==> src/rtl/oled_i2c_sequencer.sv <==
// SSD1306 OLED sequencer: feeds an I2C master the power-up init string and then
// full-frame refreshes read from an external framebuffer, one transaction at a time.
module oled_i2c_sequencer #(
    parameter logic [6:0] I2C_ADDR = 7'h3C
) (
    input  logic       clk,
    input  logic       rst,
    input  logic       start,
    input  logic       refresh,
    output logic [9:0] fb_addr,
    input  logic [7:0] fb_data,
    output logic       newd,
    output logic       op,
    output logic [6:0] waddr,
    output logic [7:0] din,
    output logic [4:0] num_byte_send,
    input  logic       busy,
    input  logic       done,
    input  logic       ack_err,
    input  logic       done_write,
    output logic       ready,
    output logic       inited,
    output logic       frame_done,
    output logic       err
);

    localparam logic [2:0] IDLE      = 3'd0;
    localparam logic [2:0] INIT_REQ  = 3'd1;
    localparam logic [2:0] INIT_WAIT = 3'd2;
    localparam logic [2:0] PCMD_REQ  = 3'd3;
    localparam logic [2:0] PCMD_WAIT = 3'd4;
    localparam logic [2:0] DATA_REQ  = 3'd5;
    localparam logic [2:0] DATA_WAIT = 3'd6;

    logic [2:0] state;
    logic [2:0] page;
    logic [2:0] chunk;
    logic [4:0] byte_idx;
    logic       done_write_q;
    logic       dw_rise;

    // Control byte 0x00 followed by the SSD1306 power-up command string.
    function automatic logic [7:0] init_byte(input logic [4:0] idx);
        case (idx)
            5'd0:  return 8'h00;  5'd1:  return 8'hAE;  5'd2:  return 8'hD5;
            5'd3:  return 8'h80;  5'd4:  return 8'hA8;  5'd5:  return 8'h3F;
            5'd6:  return 8'hD3;  5'd7:  return 8'h00;  5'd8:  return 8'h40;
            5'd9:  return 8'h8D;  5'd10: return 8'h14;  5'd11: return 8'h20;
            5'd12: return 8'h02;  5'd13: return 8'hA1;  5'd14: return 8'hC8;
            5'd15: return 8'hDA;  5'd16: return 8'h12;  5'd17: return 8'h81;
            5'd18: return 8'hCF;  5'd19: return 8'hD9;  5'd20: return 8'hF1;
            5'd21: return 8'hDB;  5'd22: return 8'h40;  5'd23: return 8'hA4;
            5'd24: return 8'hA6;  5'd25: return 8'hAF;
            default: return 8'h00;
        endcase
    endfunction

    function automatic logic [7:0] pcmd_byte(input logic [1:0] idx, input logic [2:0] pg);
        case (idx)
            2'd1:    return {5'b10110, pg};
            2'd3:    return 8'h10;
            default: return 8'h00;
        endcase
    endfunction

    assign op      = 1'b0;
    assign waddr   = I2C_ADDR;
    assign ready   = (state == IDLE);
    assign dw_rise = done_write & ~done_write_q;

    // NOTE: every register here uses non-blocking assignment so all state updates
    // see pre-edge values; blocking assignment would make results order-dependent.
    always_ff @(posedge clk or posedge rst) begin
        if (rst) begin
            state         <= IDLE;
            page          <= 3'd0;
            chunk         <= 3'd0;
            byte_idx      <= 5'd0;
            done_write_q  <= 1'b0;
            newd          <= 1'b0;
            din           <= 8'h00;
            num_byte_send <= 5'd0;
            fb_addr       <= 10'd0;
            frame_done    <= 1'b0;
            err           <= 1'b0;
            inited        <= 1'b0;
        end else begin
            newd         <= 1'b0;
            frame_done   <= 1'b0;
            done_write_q <= done_write;
            case (state)
                IDLE: begin
                    if (start) begin
                        err      <= 1'b0;
                        inited   <= 1'b0;
                        page     <= 3'd0;
                        chunk    <= 3'd0;
                        byte_idx <= 5'd0;
                        state    <= INIT_REQ;
                    end else if (refresh && inited) begin
                        page     <= 3'd0;
                        chunk    <= 3'd0;
                        byte_idx <= 5'd0;
                        state    <= PCMD_REQ;
                    end
                end
                INIT_REQ: if (!busy) begin
                    din           <= init_byte(5'd0);
                    num_byte_send <= 5'd26;
                    newd          <= 1'b1;
                    byte_idx      <= 5'd0;
                    state         <= INIT_WAIT;
                end
                INIT_WAIT: begin
                    if (done) begin
                        if (ack_err) begin
                            err   <= 1'b1;
                            state <= IDLE;
                        end else begin
                            inited <= 1'b1;
                            page   <= 3'd0;
                            chunk  <= 3'd0;
                            state  <= PCMD_REQ;
                        end
                    end else if (dw_rise && byte_idx != 5'd25) begin
                        byte_idx <= byte_idx + 5'd1;
                        din      <= init_byte(byte_idx + 5'd1);
                    end
                end
                PCMD_REQ: if (!busy) begin
                    din           <= 8'h00;
                    num_byte_send <= 5'd4;
                    newd          <= 1'b1;
                    byte_idx      <= 5'd0;
                    state         <= PCMD_WAIT;
                end
                PCMD_WAIT: begin
                    if (done) begin
                        if (ack_err) begin
                            err   <= 1'b1;
                            state <= IDLE;
                        end else begin
                            chunk   <= 3'd0;
                            fb_addr <= {page, 3'd0, 4'd0};
                            state   <= DATA_REQ;
                        end
                    end else if (dw_rise && byte_idx != 5'd3) begin
                        byte_idx <= byte_idx + 5'd1;
                        din      <= pcmd_byte(byte_idx[1:0] + 2'd1, page);
                    end
                end
                DATA_REQ: if (!busy) begin
                    din           <= 8'h40;
                    num_byte_send <= 5'd17;
                    newd          <= 1'b1;
                    byte_idx      <= 5'd0;
                    state         <= DATA_WAIT;
                end
                DATA_WAIT: begin
                    if (done) begin
                        if (ack_err) begin
                            err   <= 1'b1;
                            state <= IDLE;
                        end else if (chunk != 3'd7) begin
                            chunk   <= chunk + 3'd1;
                            fb_addr <= {page, chunk + 3'd1, 4'd0};
                            state   <= DATA_REQ;
                        end else if (page != 3'd7) begin
                            page  <= page + 3'd1;
                            state <= PCMD_REQ;
                        end else begin
                            frame_done <= 1'b1;
                            state      <= IDLE;
                        end
                    end else if (dw_rise && byte_idx != 5'd16) begin
                        // fb_data answers the address issued on the previous step;
                        // the read for column 15 is the last one of the chunk.
                        byte_idx <= byte_idx + 5'd1;
                        din      <= fb_data;
                        if (byte_idx != 5'd15) fb_addr <= fb_addr + 10'd1;
                    end
                end
                default: state <= IDLE;
            endcase
        end
    end

endmodule

==> config.mk <==
export PLATFORM = sky130hd
export DESIGN_NAME = oled_i2c_sequencer
export DESIGN_NICKNAME = d
export VERILOG_FILES = /design/src/rtl/oled_i2c_sequencer.sv
export SDC_FILE = /design/constraint.sdc
export NUM_CORES = 1
export LEC_CHECK = 0
export ABC_AREA = 1
export ABC_CLOCK_PERIOD_IN_PS = 4300
export CAP_MARGIN = 20
export CORE_MARGIN = 5
export CORE_UTILIZATION = 45
export CTS_CLUSTER_SIZE = 24
export DETAILED_ROUTE_END_ITERATION = 6
export GPL_TIMING_DRIVEN = 0
export PLACE_DENSITY = 0.68
export SLEW_MARGIN = 25
export SYNTH_ARGS = -nofsm -noshare
export SYNTH_HDL_FRONTEND = slang
export SYNTH_SLANG_ARGS = --single-unit
==> constraint.sdc <==
create_clock -name clk -period 4.3 [get_ports clk]
set_clock_uncertainty 0.05 [all_clocks]
set_input_delay 0.43 -clock clk [delete_from_list [all_inputs] [get_ports clk]]
set_output_delay 0.43 -clock clk [all_outputs]
set_load 0.01 [all_outputs]
==> results of run 1 <==
==> worst max-delay path, delay by kind of cell (launching register included) <==
family,cells,cell delay [ns]
fa+ha+maj,2,0.62
compound gates,2,0.19
flops,1,0.58
simple gates,5,0.55
buf+inv,2,0.54
==> worst paths after layout <==
| kind | from | endpoint | slack [ns] |
|---|---|---|---|
| max | byte_idx[0]$_DFFE_PP0P_ | din[2]$_DFFE_PP0P_ | 1.67 |
| min | rst | fb_addr[4]$_DFFE_PP0P_ | 0.34 |
| max reg2reg | byte_idx[0]$_DFFE_PP0P_ | din[2]$_DFFE_PP0P_ | 1.67 |
| min reg2reg | din[2]$_DFFE_PP0P_ | din[2]$_DFFE_PP0P_ | 0.44 |
| max in group asynchronous | rst | err$_DFFE_PP0P_ | 3.40 |
| min in group clk | din[2]$_DFFE_PP0P_ | din[2]$_DFFE_PP0P_ | 0.44 |
==> flip-flops by register name, summed over array words and instances, names as in the netlist, 3 cells and up <==
name / flops
chunk: 3
byte_idx: 5
num_byte_send: 4
state: 3
page: 3
din: 8
fb_addr: 10
==> report_power, final <==
group          total [mW]  internal, mW  switching [mW]
logic                1.37         0.551           0.823
clock network       0.314         0.169           0.145
registers           0.600         0.510          0.0896
total                2.29          1.23            1.06
==> per-layer routing <==
metal	up-vias	global-route usage	wire length, um
met5	-	0	0
met4	0	0.05861	120
met2	55	0.3115	3797
met1	1355	0.2479	3652
li1	1554	-	-
met3	13	0.03701	288
==> cell type report <==
type,instances,area share
clock inverter,2,0.009259
buffer,20,0.04200
timing repair buffer,43,0.1164
clock buffer,5,0.01819
inverter,43,0.04497
tap,80,0.02646
multi-input combinational,357,0.4716
sequential,41,0.2712
==> placed cells by master (no fill, tap or decap), types with 4 or more instances in the layout <==
master	netlist	layout
o21ai_1	13	13
conb_1	2	8
a21oi_1	17	17
o21ai_0	25	25
nand2_2	7	7
nand3_1	38	38
nand2_1	142	142
clkbuf_8	0	5
dfrtp_1	41	41
nor2_2	5	5
buf_4	14	14
nor2_1	58	58
buf_6	4	4
nand2_4	4	4
ha_1	13	13
clkdlybuf4s50_1	0	42
inv_2	6	7
inv_1	34	33
==> synth_stat cells <==
cell type | instances | area share
nor3_1 | 1 | 0.0016
a21oi_2 | 1 | 0.0028
or2_2 | 1 | 0.0020
nand3_1 | 38 | 0.061
buf_2 | 1 | 0.0016
nand3b_1 | 3 | 0.0072
nand2_2 | 7 | 0.014
clkinv_2 | 1 | 0.0016
o21ai_2 | 1 | 0.0028
xor2_1 | 1 | 0.0028
nand2_8 | 1 | 0.0064
buf_6 | 4 | 0.014
ha_1 | 13 | 0.052
nor2_2 | 5 | 0.010
nor2_4 | 3 | 0.011
nand3_2 | 1 | 0.0032
a31oi_1 | 1 | 0.0020
inv_2 | 6 | 0.0072
o21ai_0 | 25 | 0.040
conb_1 | 2 | 0.0024
inv_6 | 1 | 0.0028
clkbuf_1 | 1 | 0.0012
inv_4 | 1 | 0.0020
nor3b_1 | 2 | 0.0048
a21oi_1 | 17 | 0.027
nand4_1 | 3 | 0.0060
nor3_4 | 1 | 0.0052
o22ai_1 | 1 | 0.0020
o21ai_1 | 13 | 0.021
a41oi_1 | 1 | 0.0028
nand2_4 | 4 | 0.014
nor4_1 | 1 | 0.0020
nor2_8 | 1 | 0.0064
o2111ai_1 | 1 | 0.0028
nor2_1 | 58 | 0.070
a2bb2oi_1 | 1 | 0.0028
nand2_1 | 142 | 0.17
a21oi_4 | 1 | 0.0052
buf_4 | 14 | 0.034
dfrtp_1 | 41 | 0.33
inv_1 | 34 | 0.041
==> cell families (layout without fill, tap and decap cells) <==
family | count (synthesis) | after routing | synth area share
other | 2 | 8 | 0.002410
AND/OR/NAND/NOR | 272 | 272 | 0.3962
AO/OA/AOI/OAI | 63 | 63 | 0.1116
buffers and inverters | 63 | 113 | 0.1056
flip-flops | 41 | 41 | 0.3292
XOR/XNOR | 1 | 1 | 0.002811
adder cells (fa/ha/maj) | 13 | 13 | 0.05219
==> metrics by stage <==
stage	worst slack (ns)	area (um^2)
after floorplan	2.194	3139
after global placement	1.790	3660
after detailed placement	1.764	3680
after CTS	1.735	3784
after global routing	1.493	3784
final	1.673	3784
==> qor.yml, run 1 <==
synth-seq-cells: 41
wl_mm: 7.858
core_mm2: 0.006756
critPathCaptureType: "flip-flop"
diodes: 0
rsz0062_at_grt: "false"
avgViaCountPerCell: 5.037
ctsResizeCount: 0
path_max_fanout: 11
grt_pass1_wl_mm: 13.25
fin_cells: 591
fillers: 661
regArea_mm2: 0.001026
p_per_area_mw_per_mm2: 604.5
arrival_ns: 2.78
p_leak_nw: 1.875
outcome: "complete, no violations"
grt_pass1_vias: 2746
start_util: 0.4613
synth_cell_types: 41
crit_type: "reg -> reg"
cts_htree_levels: 2
dieArea_mm2: 0.008691
postCtsSetupRepairBufs: 0
critPathLaunchType: "flip-flop"
routedWlPerCell_um: 13.30
die_w_um: 93.23
post_synth.cell_area_avg_um2: 6.850
clk_latency_ns: 0.30
vias: 2977
grt_max_degree: 29
drive_above_1_share: 0.1252
cts_hold_buffers: 0
hpwlAfterDp_mm: 6.086
clockBufferDepth: 2
required_ns: 4.45
maxSlewViolCount: 0
holdWs_ns: 0.3450
finalHoldViolCount: 0
multi_input_comb_area_mm2: 0.001784
fp.dieH_um: 93.23
worstHoldPathType: "in -> async"
post-route-min-period_ns: 2.627
drv_cap: 0
slowest_stage: "dfrtp_1"
cts_made_buffers: 5
root_buffer: "clkbuf_8"
clkSinkCount: 41
antenna_found_initial: 0
final-setup-viol-count: 0
fmax_mhz: 380.7
drtPass1Iterations: 4
final_util: 0.5600
path_clk_slew_ns: 0.08
cts_tree: "built"
seq_area_frac_synth: 0.3292
drt-initial-drc-count: 141
syn_area_mm2: 0.003117
vdd_drop_max_mv: 0.2438
row_count: 30
place_congestion: 0.8978
slowest_delay_ns: 0.58
crit_chain: "ha_1 -> nand2_2 -> nor2_1 -> ha_1 -> inv_1 -> clkbuf_1 -> a21oi_1 -> o21ai_0 -> nand3_1 -> nand2_1 -> nand2_1"
postRouteAntennaNets: 0
overflow: 0
numPortBuffers: 42
drc_errors: 0
grtUsageTotal: 0.1885
placed_cells: 584
syn_to_final_growth_pct: 21.40
p_total_mw: 2.287
netlist_instances: 455
reg2regPathDepth: 11
final.period_utilization: 0.6109
fin_nets: 540
io_pins: 52
setup_tns_ns: 0
yosys_warnings: 0
No activity file was read; power rests on OpenSTA's default activity.
==> run 2, diff against run 1 <==
Settings changed: ABC_CLOCK_PERIOD_IN_PS 4300 to 2200, PLACE_DENSITY 0.68 to 0.71.
Clock period 4.3 ns to 2.2 ns, I/O delays scaled along.
==> run 2 against run 1 <==
Count of clock-buffer cells in the layout did not move; via count grew 2.5%; sequential cell count is the same; non-clock buffer count is 2 higher; cell count grew 0.51%; critical endpoint unchanged; global-route usage up 0.51 points; cell area grew 0.63%; clock power grew 59%; largest cell class unchanged; critical path depth unchanged.
==> qor.yml, run 2 (synthesis results as in run 1) <==
crit_top_cell: "nand2_1"
grtUsageTotal: 0.1936  # +0.005100
diodes: 0  # unchanged
vias: 3051  # +2.5%
layout_commonest_cell: "nand2_1"
slowest_delay_ns: 0.38  # -0.20 ns
largest_registers: "fb_addr x10, din x8, byte_idx x5"
avgViaCountPerCell: 5.136  # +2.0%
path_max_fanout: 10  # -1
top_register: "fb_addr"
root_buffer: "clkbuf_8"
drv_cap: 0  # unchanged
clockBufferDepth: 2  # unchanged
place_congestion: 0.9542  # +6.3%
fin_nets: 542  # +0.37%
crit_chain: "ha_2 -> nand2_4 -> nor2_1 -> ha_4 -> inv_1 -> clkbuf_4 -> a21oi_1 -> o21ai_0 -> nand3_1 -> nand2_1 -> nand2_1"
rsz0062_at_grt: "false"
outcome: "complete, no violations"
grt_pass1_vias: 2846  # +3.6%
layout_common_cells: "nand2_1 (142), nor2_1 (58), clkdlybuf4s50_1 (42)"
p_leak_nw: 1.889  # +0.80%
core_mm2: 0.006756  # unchanged
die_w_um: 93.23  # unchanged
numPortBuffers: 42  # unchanged
required_ns: 2.34  # -2.11 ns
start_util: 0.4613  # unchanged
slowest_stage: "dfrtp_2"
fin_area_mm2: 0.003807  # +0.63%
drtPass1Iterations: 5  # +1
setup_ws_ns: 0.1750  # -1.498 ns
cts_made_buffers: 5  # unchanged
hpwlAfterDp_mm: 6.181  # +1.6%
postRouteAntennaNets: 0  # unchanged
drive_above_1_share: 0.1401  # +0.01483
vdd_drop_max_mv: 0.4146  # +70%
drc_errors: 0  # unchanged
cts_htree_levels: 2  # unchanged
drt-initial-drc-count: 173  # +23%
syn_to_final_growth_pct: 22.16
fp.dieH_um: 93.23  # unchanged
final-setup-viol-count: 0  # unchanged
antenna_found_initial: 0  # unchanged
fmax_mhz: 493.8  # +30%
clk_latency_ns: 0.30  # about the same
grt_pass1_wl_mm: 13.74  # +3.6%
clkSinkCount: 41  # unchanged
critPathLaunchType: "flip-flop"
overflow: 0  # unchanged
wl_mm: 7.990  # +1.7%
holdWs_ns: 0.1217  # -0.2233 ns
path_clk_slew_ns: 0.09  # about the same
routedWlPerCell_um: 13.45  # +1.2%
io_pins: 52  # unchanged
arrival_ns: 2.16  # -0.62 ns
critPathCaptureType: "flip-flop"
post-place-ws_ns: -0.3556  # -2.119 ns
maxSlewViolCount: 0  # unchanged
row_count: 30  # unchanged
worstHoldPathType: "in -> async"
fin_cells: 594  # +0.51%
final.period_utilization: 0.9205  # +0.3096
finalHoldViolCount: 0  # unchanged
largest_reg_flops: 10  # unchanged
p_per_area_mw_per_mm2: 1151  # +90%
dieArea_mm2: 0.008691  # unchanged
crit_type: "reg -> reg"
cts_tree: "built"
placed_cell_area_mm2: 0.003680  # unchanged
post-route-min-period_ns: 2.025  # -0.6018 ns
grt_max_degree: 31  # +6.9%
placed_cells: 584  # unchanged
## run 2: layout make-up
| type | instances | area [um^2] |
|---|---|---|
| Buffer | 20 | 162.7 |
| Fill cell | 645 | 2949 |
| Tap cell | 80 | 100.1 |
| Multi-Input combinational cell | 357 | 1804 |
| Clock inverter | 3 | 17.52 |
| Clock buffer | 5 | 68.82 |
| Inverter | 43 | 170.2 |
| Timing Repair Buffer | 45 | 455.4 |
| Sequential cell | 41 | 1028 |
## run 2: per-layer routing
layer / track usage / wire [um] / up-vias
li1: - / - / 1555
met1: 0.2821 / 3794 / 1394
met2: 0.3020 / 3716 / 94
met3: 0.03459 / 415 / 8
met4: 0.03541 / 64 / 0
met5: 0 / 0 / -
## run 2: worst max-delay path: cells and delay by family, from the launching register on
kind	cells	cell delay (ns)
DFF	1	0.38
and+or+nand+nor	5	0.54
buffers and inverters	2	0.35
AOI/OAI and AO/OA	2	0.12
adders and majority gates	2	0.47
## run 2: power by group
group          switching (mW)  internal [mW]
Sequential              0.149           1.00
Combinational            1.64           1.10
Clock                   0.280          0.219
Total                    2.07           2.31
## run 2: worst paths after layout
| path | startpoint | cells past startpoint | end | slack (ns) |
|---|---|---|---|---|
| worst max register to register | byte_idx[1]$_DFFE_PP0P_ | 11 | din[2]$_DFFE_PP0P_ | 0.18 |
| worst min register to register | num_byte_send[4]$_DFFE_PP0P_ | 2 | num_byte_send[4]$_DFFE_PP0P_ | 0.45 |
| min in group clk | done | 4 | fb_addr[3]$_DFFE_PP0P_ | 0.27 |
| worst min-delay path | rst | 2 | din[5]$_DFFE_PP0P_ | 0.12 |
| worst max-delay path | byte_idx[1]$_DFFE_PP0P_ | 11 | din[2]$_DFFE_PP0P_ | 0.18 |
| max in group asynchronous | rst | 3 | byte_idx[0]$_DFFE_PP0P_ | 1.52 |
## run 2: timing repair
action	4_1_cts	5_1_grt
resized for setup	6	2
endpoints found under the setup margin	9	7
hold buffers	0	0
buffers inserted	1	1
## run 2: stage by stage
stage                     TNS (ns)  utilization  total power, mW
after floorplan                  0            -            3.010
after global placement      -2.257       0.5417            3.822
after CTS                        0       0.5606            4.398
after global routing             0       0.5635            4.791
final                            0       0.5635            4.382
after detailed placement    -2.354       0.5446            3.868
